[config.mk]
export PLATFORM = sky130hd
export DESIGN_NAME = ysyx_22040088_lsu
export DESIGN_NICKNAME = d
export VERILOG_FILES = /design/src/rtl/ysyx_22040088_lsu_pkg.sv /design/src/rtl/ysyx_22040088_lsu_extend.sv /design/src/rtl/ysyx_22040088_lsu.sv
export SDC_FILE = /design/constraint.sdc
export NUM_CORES = 1
export LEC_CHECK = 0
export BUFFER_PORTS_ARGS = -buffer_cell sky130_fd_sc_hd__buf_2
export CORE_UTILIZATION = 33
export DETAILED_ROUTE_END_ITERATION = 8
export PLACE_DENSITY_LB_ADDON = 0.2
export SLEW_MARGIN = 5
export SYNTH_ARGS = -nofsm -noshare
export SYNTH_HDL_FRONTEND = slang
export SYNTH_SLANG_ARGS = --single-unit
[constraint.sdc]
create_clock -name clk -period 6.71 [get_ports clk]
set_input_delay 1.342 -clock clk [delete_from_list [all_inputs] [get_ports clk]]
set_output_delay 1.342 -clock clk [all_outputs]
set_load 0.02 [all_outputs]
[src/rtl/ysyx_22040088_lsu_pkg.sv]
// Shared definitions for the load/store unit.
// Contents: data/address width, FSM state encoding, mem_mask size codes,
// and two helpers that decode a size mask: legality/alignment and strobes.
package ysyx_22040088_lsu_pkg;

  localparam int XLEN = 64;

  // mem_mask is one-hot, with the widest access in the lowest bit
  localparam logic [3:0] MASK_D = 4'b0001;
  localparam logic [3:0] MASK_W = 4'b0010;
  localparam logic [3:0] MASK_H = 4'b0100;
  localparam logic [3:0] MASK_B = 4'b1000;

  typedef enum logic [1:0] {
    ST_IDLE = 2'd0,
    ST_REQ  = 2'd1,
    ST_WAIT = 2'd2,
    ST_DONE = 2'd3
  } lsu_state_t;

  // 1 when the mask is not one-hot, or when the offset breaks natural alignment
  function automatic logic access_illegal(input logic [3:0] mask, input logic [2:0] off);
    logic bad;
    case (mask)
      MASK_D:  bad = (off != 3'd0);
      MASK_W:  bad = (off[1:0] != 2'd0);
      MASK_H:  bad = off[0];
      MASK_B:  bad = 1'b0;
      default: bad = 1'b1;
    endcase
    return bad;
  endfunction

  // Byte strobes for an access at offset 0
  function automatic logic [7:0] size_strb(input logic [3:0] mask);
    logic [7:0] s;
    case (mask)
      MASK_D:  s = 8'hFF;
      MASK_W:  s = 8'h0F;
      MASK_H:  s = 8'h03;
      MASK_B:  s = 8'h01;
      default: s = 8'h00;
    endcase
    return s;
  endfunction

endpackage

[src/rtl/ysyx_22040088_lsu_extend.sv]
// Load-result alignment: shifts the aligned 8-byte bus word down to the
// addressed byte, truncates to the access size and sign/zero-extends.
// Ports:
//   rdata       in  aligned 8-byte read data
//   offset      in  byte offset inside the 8-byte word (addr[2:0])
//   mask        in  one-hot size code
//   is_unsigned in  1 = zero-extend, 0 = sign-extend (doubles never extend)
//   result      out extended load value
module ysyx_22040088_lsu_extend
  import ysyx_22040088_lsu_pkg::*;
(
  input  logic [XLEN-1:0] rdata,
  input  logic [2:0]      offset,
  input  logic [3:0]      mask,
  input  logic            is_unsigned,
  output logic [XLEN-1:0] result
);

  logic [XLEN-1:0] shifted;

  assign shifted = rdata >> {offset, 3'b000};

  always_comb begin
    result = shifted;
    case (mask)
      MASK_W: result = is_unsigned ? {32'b0, shifted[31:0]} : {{32{shifted[31]}}, shifted[31:0]};
      MASK_H: result = is_unsigned ? {48'b0, shifted[15:0]} : {{48{shifted[15]}}, shifted[15:0]};
      MASK_B: result = is_unsigned ? {56'b0, shifted[7:0]}  : {{56{shifted[7]}},  shifted[7:0]};
      default: result = shifted;
    endcase
  end

endmodule

[src/rtl/ysyx_22040088_lsu.sv]
// Load/store unit: accepts one memory operation from the core, issues a
// single aligned bus request, waits for the response and reports a
// one-cycle completion with the extended load data or an error flag.
//
// state | meaning
// IDLE  | waiting for in_valid & mem_ena
// REQ   | req_valid high, req_* held until req_ready
// WAIT  | request accepted, waiting for resp_valid
// DONE  | out_valid pulse, then back to IDLE
//
// Ports:
//   clk, rst_n                        clock, async active-low reset
//   in_valid, mem_ena, mem_wen,       operation issue from the core
//   mem_mask, load_unsigned, addr, wdata
//   busy, out_valid, out_rdata, out_err   status / completion to the core
//   req_valid, req_ready, req_addr,   bus request channel
//   req_wen, req_wdata, req_wstrb
//   resp_valid, resp_rdata            bus response channel
module ysyx_22040088_lsu
  import ysyx_22040088_lsu_pkg::*;
#(
  parameter int XLEN = 64
) (
  input  logic            clk,
  input  logic            rst_n,
  input  logic            in_valid,
  input  logic            mem_ena,
  input  logic            mem_wen,
  input  logic [3:0]      mem_mask,
  input  logic            load_unsigned,
  input  logic [XLEN-1:0] addr,
  input  logic [XLEN-1:0] wdata,
  output logic            busy,
  output logic            out_valid,
  output logic [XLEN-1:0] out_rdata,
  output logic            out_err,
  output logic            req_valid,
  input  logic            req_ready,
  output logic [XLEN-1:0] req_addr,
  output logic            req_wen,
  output logic [XLEN-1:0] req_wdata,
  output logic [7:0]      req_wstrb,
  input  logic            resp_valid,
  input  logic [XLEN-1:0] resp_rdata
);

  lsu_state_t      state;
  logic [2:0]      off_q;
  logic [3:0]      mask_q;
  logic            uns_q;
  logic            wen_q;
  logic [XLEN-1:0] ext_res;

  ysyx_22040088_lsu_extend u_extend (
    .rdata       (resp_rdata),
    .offset      (off_q),
    .mask        (mask_q),
    .is_unsigned (uns_q),
    .result      (ext_res)
  );

  assign busy = (state != ST_IDLE);

  always_ff @(posedge clk or negedge rst_n) begin
    if (!rst_n) begin
      state     <= ST_IDLE;
      off_q     <= '0;
      mask_q    <= '0;
      uns_q     <= 1'b0;
      wen_q     <= 1'b0;
      out_valid <= 1'b0;
      out_err   <= 1'b0;
      out_rdata <= '0;
      req_valid <= 1'b0;
      req_addr  <= '0;
      req_wen   <= 1'b0;
      req_wdata <= '0;
      req_wstrb <= '0;
    end else begin
      out_valid <= 1'b0;
      case (state)
        ST_IDLE: begin
          if (in_valid && mem_ena) begin
            off_q  <= addr[2:0];
            mask_q <= mem_mask;
            uns_q  <= load_unsigned;
            wen_q  <= mem_wen;
            if (access_illegal(mem_mask, addr[2:0])) begin
              // Errors complete directly without touching the bus
              state     <= ST_DONE;
              out_valid <= 1'b1;
              out_err   <= 1'b1;
              out_rdata <= '0;
            end else begin
              state     <= ST_REQ;
              req_valid <= 1'b1;
              req_addr  <= {addr[XLEN-1:3], 3'b000};
              req_wen   <= mem_wen;
              req_wdata <= wdata << {addr[2:0], 3'b000};
              req_wstrb <= mem_wen ? (size_strb(mem_mask) << addr[2:0]) : 8'h00;
            end
          end
        end
        ST_REQ: begin
          // Any resp_valid in this cycle is ignored: responses count only in WAIT
          if (req_ready) begin
            req_valid <= 1'b0;
            state     <= ST_WAIT;
          end
        end
        ST_WAIT: begin
          if (resp_valid) begin
            state     <= ST_DONE;
            out_valid <= 1'b1;
            out_err   <= 1'b0;
            out_rdata <= wen_q ? '0 : ext_res;
          end
        end
        ST_DONE: state <= ST_IDLE;
        default: state <= ST_IDLE;
      endcase
    end
  end

endmodule

# Word level (Yosys, flattened, before mapping)
# Index checks and enable logic that the tools add are counted.
[word_totals] reg_bits=212 latchBits=0 mem_bits_rw=0 romBits=0 in_bits=204 mem_count=0
[op_classes] n_addsub=0 multipliers=0 div_mod_pow=0 magnitude_cmp=0 eq_ne=15 n_shift=3 mux=34 bitwise=1 reduce_logical=12
[op_table] op="$mux W64" n=7
[op_table] op="$pmux W64 S3" n=1
[op_table] op="$pmux W64 S2" n=1
[op_table] op="$shl A64 B6 Y64" n=1
[op_table] op="$shr A64 B6 Y64" n=1
[op_table] op="$mux W8" n=4
[op_table] op="$pmux W8 S4" n=1
[op_table] op="$mux W1" n=11
[op_table] op="$ne A2 B2 Y1 const B" n=5
[op_table] op="$eq A4 B2 Y1 const B" n=2
[op_table] op="$eq A4 B3 Y1 const B" n=2
[op_table] op="$eq A4 B4 Y1 const B" n=2
[op_table] op="$mux W2" n=4
[op_table] op="$pmux W2 S4" n=1
[op_table] op="$reduce_and A4 Y1" n=2
[op_table] op="$reduce_bool A2 Y1" n=4
[op_table] op="$shl A8 B3 Y8" n=1
[op_table] op="$pmux W1 S2" n=3
[op_table] op="$reduce_and A3 Y1" n=2
[op_table] op="$eq A2 B2 Y1 const B" n=2
[op_table] op="$eq A4 B1 Y1 const B" n=1
[op_table] op="$pmux W1 S4" n=1
[op_table] op="$reduce_bool A3 Y1" n=1
[op_table] op="$eq A2 B1 Y1 const B" n=1
[op_table] op="other kinds (4)" n=4

# Depth between registers and ports, before layout
# Gate-level depths: netlist of run 1.
[depth] word_depth=9 mapped_depth=11 ltp_nobuf=8

# Hierarchy
# Synthesis of run 1 repeated with hierarchy kept, for this count alone.
[hier_totals] cells_unflattened=1228 hier_area_um2=12203.0
[by_module_without_submodules] mod="ysyx_22040088_lsu" instances=1 cells_per_inst=936 area_per_inst_um2=9749.4 seq_area_each_um2=5305.1
[by_module_without_submodules] mod="ysyx_22040088_lsu_extend" instances=1 cells_per_inst=292 area_per_inst_um2=2453.6 seq_area_each_um2=0.0

# Worst setup path before layout of run 1
# OpenSTA, ideal clock, no wires.
[synth_path] path_kind="input port to flip-flop" from="input addr[1]" to="register out_rdata[16]" setup_time_ns=0.121 t_arrival_ns=3.150 required_time_ns=6.589 path_slack_ns=3.439 path_stages=9 n_path_buf=3 path_cell_list="clkbuf_1 -> nor2_1 -> or3_1 -> a21o_1 -> and2_1 -> o32a_1 -> buf_4 -> buf_6 -> a22o_1"
[synth_between] elab_chain_len=6
[synth_rtl] element="start, declared" line="ysyx_22040088_lsu.sv:31" source="input logic [XLEN-1:0] addr,"
[synth_rtl] element="$reduce_bool A3 Y1 or $reduce_bool A2 Y1 (tied branches)" line="ysyx_22040088_lsu_pkg.sv:25, ysyx_22040088_lsu_pkg.sv:26"
[synth_rtl] element="$pmux W1 S4 *" line="ysyx_22040088_lsu_pkg.sv:24" source="case (mask)"
[synth_rtl] element="$mux W1 *" line="ysyx_22040088_lsu.sv:83" source="if (in_valid && mem_ena) begin"
[synth_rtl] element="$mux W1 *" line="ysyx_22040088_lsu.sv:81" source="case (state)"
[synth_rtl] element="$ne A2 B2 Y1 (no source line) *"
[synth_rtl] element="$reduce_and A4 Y1 (no source line) *"
[synth_rtl] element="end signal, assigned" line="ysyx_22040088_lsu.sv:116" source="out_rdata <= wen_q ? '0 : ext_res;"
[synth_rtl] element="end, declared" line="ysyx_22040088_lsu.sv:35" source="output logic [XLEN-1:0] out_rdata,"
# Mark *: on every way between the ends. The rest lies on a longest branch, timed or not. The select of a mux whose other input is x is not followed.
# A chain may end at the register's enable or synchronous reset.

# Worst setup path in the final report of run 1
[layout_path] from="register off_q[0]" to="register out_rdata[55]"
[layout_between] elab_chain_len=6
[layout_rtl] element="start, declared" line="ysyx_22040088_lsu.sv:48" source="logic [2:0] off_q;"
[layout_rtl] element="start signal, assigned" line="ysyx_22040088_lsu.sv:84" source="off_q <= addr[2:0];"
[layout_rtl] element="$shr A64 B6 Y64 *" line="ysyx_22040088_lsu_extend.sv:21" source="assign shifted = rdata >> {offset, 3'b000};"
[layout_rtl] element="$mux W64 (on tied branches)" line="ysyx_22040088_lsu_extend.sv:28, ysyx_22040088_lsu_extend.sv:26, ysyx_22040088_lsu_extend.sv:27"
[layout_rtl] element="$pmux W64 S3 *" line="ysyx_22040088_lsu_extend.sv:25" source="case (mask)"
[layout_rtl] element="$mux W64 *" line="ysyx_22040088_lsu.sv:116"
[layout_rtl] element="$mux W64 *" line="ysyx_22040088_lsu.sv:112" source="if (resp_valid) begin"
[layout_rtl] element="$pmux W64 S2 *" line="ysyx_22040088_lsu.sv:81"
# Marks and branches as above.

==> results.toml, run 1 <==
[status]
status = "finished, final reports clean"

[synthesis]
syn-mean-instance-area_um2 = 9.29
synth_enable_flop_cells = 0
post_synth_main_area_contributors = "dfrtp_1, nand2_1, mux4_2"
yosys_most_used_dff = "dfrtp_1"
synth_commonest_cells = "nand2_1, dfrtp_1, o21ai_0, a22o_1, mux2i_1"
yosysTopAreaCell = "dfrtp_1"
syn_inst = 1257
synth-warning-count = 0
most_common_cell_in_the_synthesized_netlist = "nand2_1"
seq_total_area_yosys = 0.454
async_reset_ff_frac = 1.00
ys_ff_latch = 212
synth_largest_type_area_fraction = 0.454
yosysUniqueCellTypes = 59
post_synth_instance_area_um2 = 11700

[clocking]
tritoncts_num_sinks = 212
cts_bufs_inserted = 26
clock_tree.buffer_depth = 3
path_clk_slew_ns = 0.06
postCtsHoldBufs = 0
cts.htree.levels = 1
clk-insertion-delay-late_ns = 0.55
cts_repair_resize_count = 0
cts.root.buffer_cell = "clkbuf_16"
tritoncts_clock_tree = "done"
post-cts-setup-buffers = 0

[detailed_routing]
avgViaCountPerCell = 5.22
drtPass1Iterations = 5
starting_drc_count_in_detailed_routing = 751
routed_wire_length_per_instance_um = 20.4
drc_errors_left = 0
routed-via-count = 10900
route.antenna.remaining_nets = 0
routed_wl_um = 42500

[finish]
layout-drive-gt1-share = 0.336
finish.net_count = 1808
instances_no_fill = 2082
area.growth.synth_to_final_pct = 26.7
final.fill_count = 3581

[global_routing]
grt.met3_usage = 0.0577
gr-max-usage-layer = "met2"
number_of_antenna_violations_at_the_first_check_in_global_routing = 3
first_global_vias = 10800
grt_remaining_overflow = 0
gr-usage-met1 = 0.308
grt.total_usage = 0.232
grtUsageMet2 = 0.377
first_pass_grt_wire_length_um = 64900
grt_start_max_net_pins = 78

[worst_setup_path]
cp_data_required_time_ns = 7.19
critPathKind = "register to register"
timing.critical_path.arrival_ns = 4.35
worst_setup_path_end_kind = "register"
worst-path-max-fanout = 43
critPathLaunchType = "register"

[sta]
rsz0062_at_grt = "no"
sum_neg_setup_slack_ns = 0
max_slew.worst_pin.slew_ns = 1.03
timing.clock.skew_ns = 0.0113
max-slew-margin-rel = 0.315
timing_max_transition_violations_final = 0
timing.final.setup_violations = 0
hold_viol_final = 0
layout_min_cycle_time_ns = 3.87
fin_crit_sh = 0.577
fmaxAchievable_mhz = 258

[floorplan]
die_height_um = 190
die_w_um = 190
core_area_um2 = 34700
fp_rows = 68
start_util = 0.336
io_pins = 409
die-area_um2 = 36100

[power_and_ir_drop]
power_density_nw_per_um2 = 446
design_power_total_mw = 6.60
max-vdd-ir-drop_v = 0.000252
p_leak_nw = 7.60

[placement]
placed_cells = 2028
hpwl_reported_at_the_end_of_detailed_placement_um = 30900
buffer_ports.inserted = 405
replace_congestion = 0.900

[worst_hold_path]
worstHoldPathType = "register to register"

[job]
cap_violations = 0
## flip-flops by register name, summed over array words and instances (netlist names), 2 cells and up
signal	flops
req_wstrb	8
state	2
req_addr	61
mask_q	4
out_rdata	64
req_wdata	64
off_q	3
## area by class of cell
class	instances	area, um2	share of cell area
sequential	212	5310	0.359
tap	455	569	0.0385
clock inverter	10	68.8	0.00465
timing repair buffer	423	2170	0.147
antenna	6	15.0	0.00101
multi-input combinational	923	5830	0.394
clock buffer	38	776	0.0524
inverter	15	56.3	0.00381
## placed cells by master, fill, tap and decap left out, types with 14 or more instances in the layout
| cell type | synthesis | routed |
|---|---|---|
| buf_2 | 26 | 404 |
| nand2_1 | 346 | 346 |
| dfrtp_1 | 212 | 210 |
| o21ai_0 | 111 | 111 |
| a22o_1 | 68 | 68 |
| mux2i_1 | 61 | 61 |
| nor2_1 | 52 | 52 |
| a21oi_1 | 51 | 51 |
| mux2_2 | 32 | 32 |
| mux4_2 | 29 | 29 |
| clkbuf_16 | 0 | 26 |
| o31ai_1 | 22 | 22 |
| a211oi_1 | 21 | 21 |
| o21a_1 | 19 | 19 |
| buf_4 | 9 | 18 |
| inv_1 | 15 | 15 |
| nor2b_1 | 14 | 14 |
## cells by family (layout without fill, tap and decap cells)
logic type	count (synthesis)	after routing	share of synthesized area
AND/OR/NAND/NOR	454	454	0.159
AO/OA/AOI/OAI	337	337	0.193
flip-flops	212	212	0.454
buffers and inverters	124	486	0.0489
multiplexers	122	122	0.139
XOR/XNOR	4	4	0.00300
adder cells (fa/ha/maj)	3	3	0.00321
other	1	9	0.000321
## final timing paths
kind / from / endpoint / slack (ns) / cells after the start
worst min-delay path: req_addr[21] / req_addr[21] / 0.47 / 2
min in group asynchronous: rst_n / req_wdata[0] / 0.76 / 1
max in group asynchronous: rst_n / req_addr[40] / 4.50 / 2
worst max register to register: off_q[0] / out_rdata[55] / 2.84 / 7
worst max-delay path: off_q[0] / out_rdata[55] / 2.84 / 7
worst min register to register: req_addr[21] / req_addr[21] / 0.47 / 2
## report_power, final
group / internal, mW / total [mW] / switching, mW / leakage [nW]
logic: 1.13 / 3.06 / 1.93 / 4.37
registers: 1.76 / 2.16 / 0.392 / 2.80
clock network: 0.802 / 1.39 / 0.592 / 0.426
## per-layer routing
layer,share of wire,wire length (um),vias to the layer above
met4,0.020,841,0
met3,0.086,3640,46
met1,0.42,18000,5268
li1,-,-,5119
met2,0.47,20000,439
met5,0,0,-
## worst max-delay path, cell delays in order (launching register included)
cell      delay, ns
dfrtp_2        0.99
buf_4          0.51
mux2_2         0.24
o22ai_1        0.09
or4_1          0.64
o21a_2         0.30
a21boi_4       0.78
a22o_1         0.25
## per-stage QoR
step	instance area [um2]	utilization	setup slack [ns]	hold slack (ns)
after floorplan	11700	-	3.44	0.480
after global placement	13900	0.401	2.59	0.454
after detailed placement	13900	0.401	2.56	0.457
after CTS	14800	0.426	2.81	0.472
after global routing	14800	0.426	2.50	0.487
final	14800	0.426	2.84	0.468
(Power assumes the default switching activity.)
==> run 2, diff against run 1 <==
clock period = 3.4 ns   (was 6.71 ns; I/O delays follow)
==> run 2 against run 1 <==
Worst hold slack lost 0.34 ns. Sequential power increased by 92%. Die area did not move. Largest cell class unchanged. Count of clock-buffer cells in the layout shrank 1. Combinational power up 100%. Register-to-register slack got worse by 2.2 ns. Routed wire length shrank 2.1%. Critical path depth stayed put. Worst setup slack got worse by 2.2 ns. Core utilization rose by 0.57 points.
==> results.toml, run 2 (same netlist as run 1, synthesis figures left out) <==
[worst_setup_path]
worst-path-max-fanout = 32
critPathLaunchType = "register"
worst_setup_path_end_kind = "register"
crit-reg2reg-launch = "off_q[1]"
cp_data_required_time_ns = 3.87
critPathKind = "register to register"
cp-startpoint = "off_q[1]"
timing.critical_path.arrival_ns = 3.18

[sta]
timing.final.setup_violations = 0
timing.clock.skew_ns = 0.0145
rsz0062_at_grt = "no"
max-slew-margin-rel = 0.389
layout_min_cycle_time_ns = 2.72
hold-worst-slack_ns = 0.132
max_slew.worst_pin.slew_ns = 0.913
sum_neg_setup_slack_ns = 0
worst_slack_ns = 0.684
fmaxAchievable_mhz = 368
fin_crit_sh = 0.799
timing_max_transition_violations_final = 0
hold_viol_final = 0

[detailed_routing]
route.antenna.remaining_nets = 0
routed-via-count = 10900
avgViaCountPerCell = 5.19
drc_errors_left = 0
routed_wire_length_per_instance_um = 19.9
drtPass1Iterations = 5
starting_drc_count_in_detailed_routing = 685
routed_wl_um = 41600

[clocking]
tritoncts_num_sinks = 212
tritoncts_clock_tree = "done"
cts.root.buffer_cell = "clkbuf_16"
postCtsHoldBufs = 0
clk-insertion-delay-late_ns = 0.53
clock_tree.buffer_depth = 3
cts.htree.levels = 1
cts_repair_resize_count = 0
path_clk_slew_ns = 0.06
cts_bufs_inserted = 26
post-cts-setup-buffers = 0

[job]
cap_violations = 0

[placement]
buffer_ports.inserted = 405
placed_cells = 2041
hpwl_reported_at_the_end_of_detailed_placement_um = 30700
placed_area_um2 = 14100
replace_congestion = 0.889
dpl_worst_slack_ns = 0.366

[floorplan]
die_height_um = 190
die_w_um = 190
fp_rows = 68
core_area_um2 = 34700
io_pins = 409
die-area_um2 = 36100
start_util = 0.336

[finish]
final.fill_count = 3479
layout.cell_area.non_filler_um2 = 15000
largest_registers = "out_rdata: 64 flops, req_wdata: 64 flops, req_addr: 61 flops"
mostFrequentLayoutCells = "buf_2, nand2_1, dfrtp_1"
layout-drive-gt1-share = 0.340
multi_input_comb_area_um2 = 5830
final_core_util = 0.432
finish.net_count = 1821
area.growth.synth_to_final_pct = 28.4
most_common_cell_after_layout_fill_and_taps_aside = "buf_2"
instances_no_fill = 2093
seq_area_um2 = 5310

[power_and_ir_drop]
max-vdd-ir-drop_v = 0.000407
cellInternalPower_mw = 7.42
reg_power_frac = 0.317
p_leak_nw = 7.68
design_power_total_mw = 13.1
combinationalPowerShare = 0.471
clock_power_share = 0.211
switching_share = 0.432
power_density_nw_per_um2 = 872
power.switching_mw = 5.65

[global_routing]
grt_start_max_net_pins = 79
first_pass_grt_wire_length_um = 63100
grt_remaining_overflow = 0
number_of_antenna_violations_at_the_first_check_in_global_routing = 8
first_global_vias = 10700
grt.total_usage = 0.225

[status]
status = "finished, final reports clean"

[worst_hold_path]
worstHoldPathType = "input pin to async pin"
[run 2: layer usage]
metal,track usage,vias up,routed length [um],share of wire
met4,0.0596,6,973,0.023
met1,0.284,5168,17000,0.41
met5,0,-,34,0.00082
met3,0.0642,60,3830,0.092
li1,-,5160,-,-
met2,0.374,466,19700,0.47
[run 2: worst max-delay path, stage by stage, from the launching register on]
cell and delay [ns]:
dfrtp_2 0.57, or2_2 0.30, o22ai_1 0.16, or4_1 0.64
o21a_2 0.28, a21boi_4 0.14, buf_4 0.34, a22o_1 0.19
[run 2: final timing paths]
check | to | cells past startpoint | slack (ns)
min in group clk | req_addr[44] | 3 | 0.33
worst min register to register | req_addr[31] | 2 | 0.47
worst min-delay path | out_rdata[2] | 1 | 0.13
worst max-delay path | out_rdata[63] | 7 | 0.68
worst max register to register | out_rdata[63] | 7 | 0.68
max in group asynchronous | out_rdata[25] | 2 | 2.42
[run 2: cell type report]
type	count	share of cell area
multi-input combinational	923	0.389
sequential	212	0.354
timing repair buffer	436	0.157
clock buffer	37	0.0516
tap	455	0.0380
clock inverter	9	0.00551
inverter	15	0.00376
antenna	6	0.00100
[run 2: power groups by stage]
stage,Clock [mW],Combinational (mW),Sequential [mW]
after floorplan,0,3.01,5.11
after global placement,0,6.15,4.17
after detailed placement,0,6.19,4.16
after CTS,2.83,6.20,4.15
after global routing,2.94,6.71,4.27
final,2.76,6.16,4.15
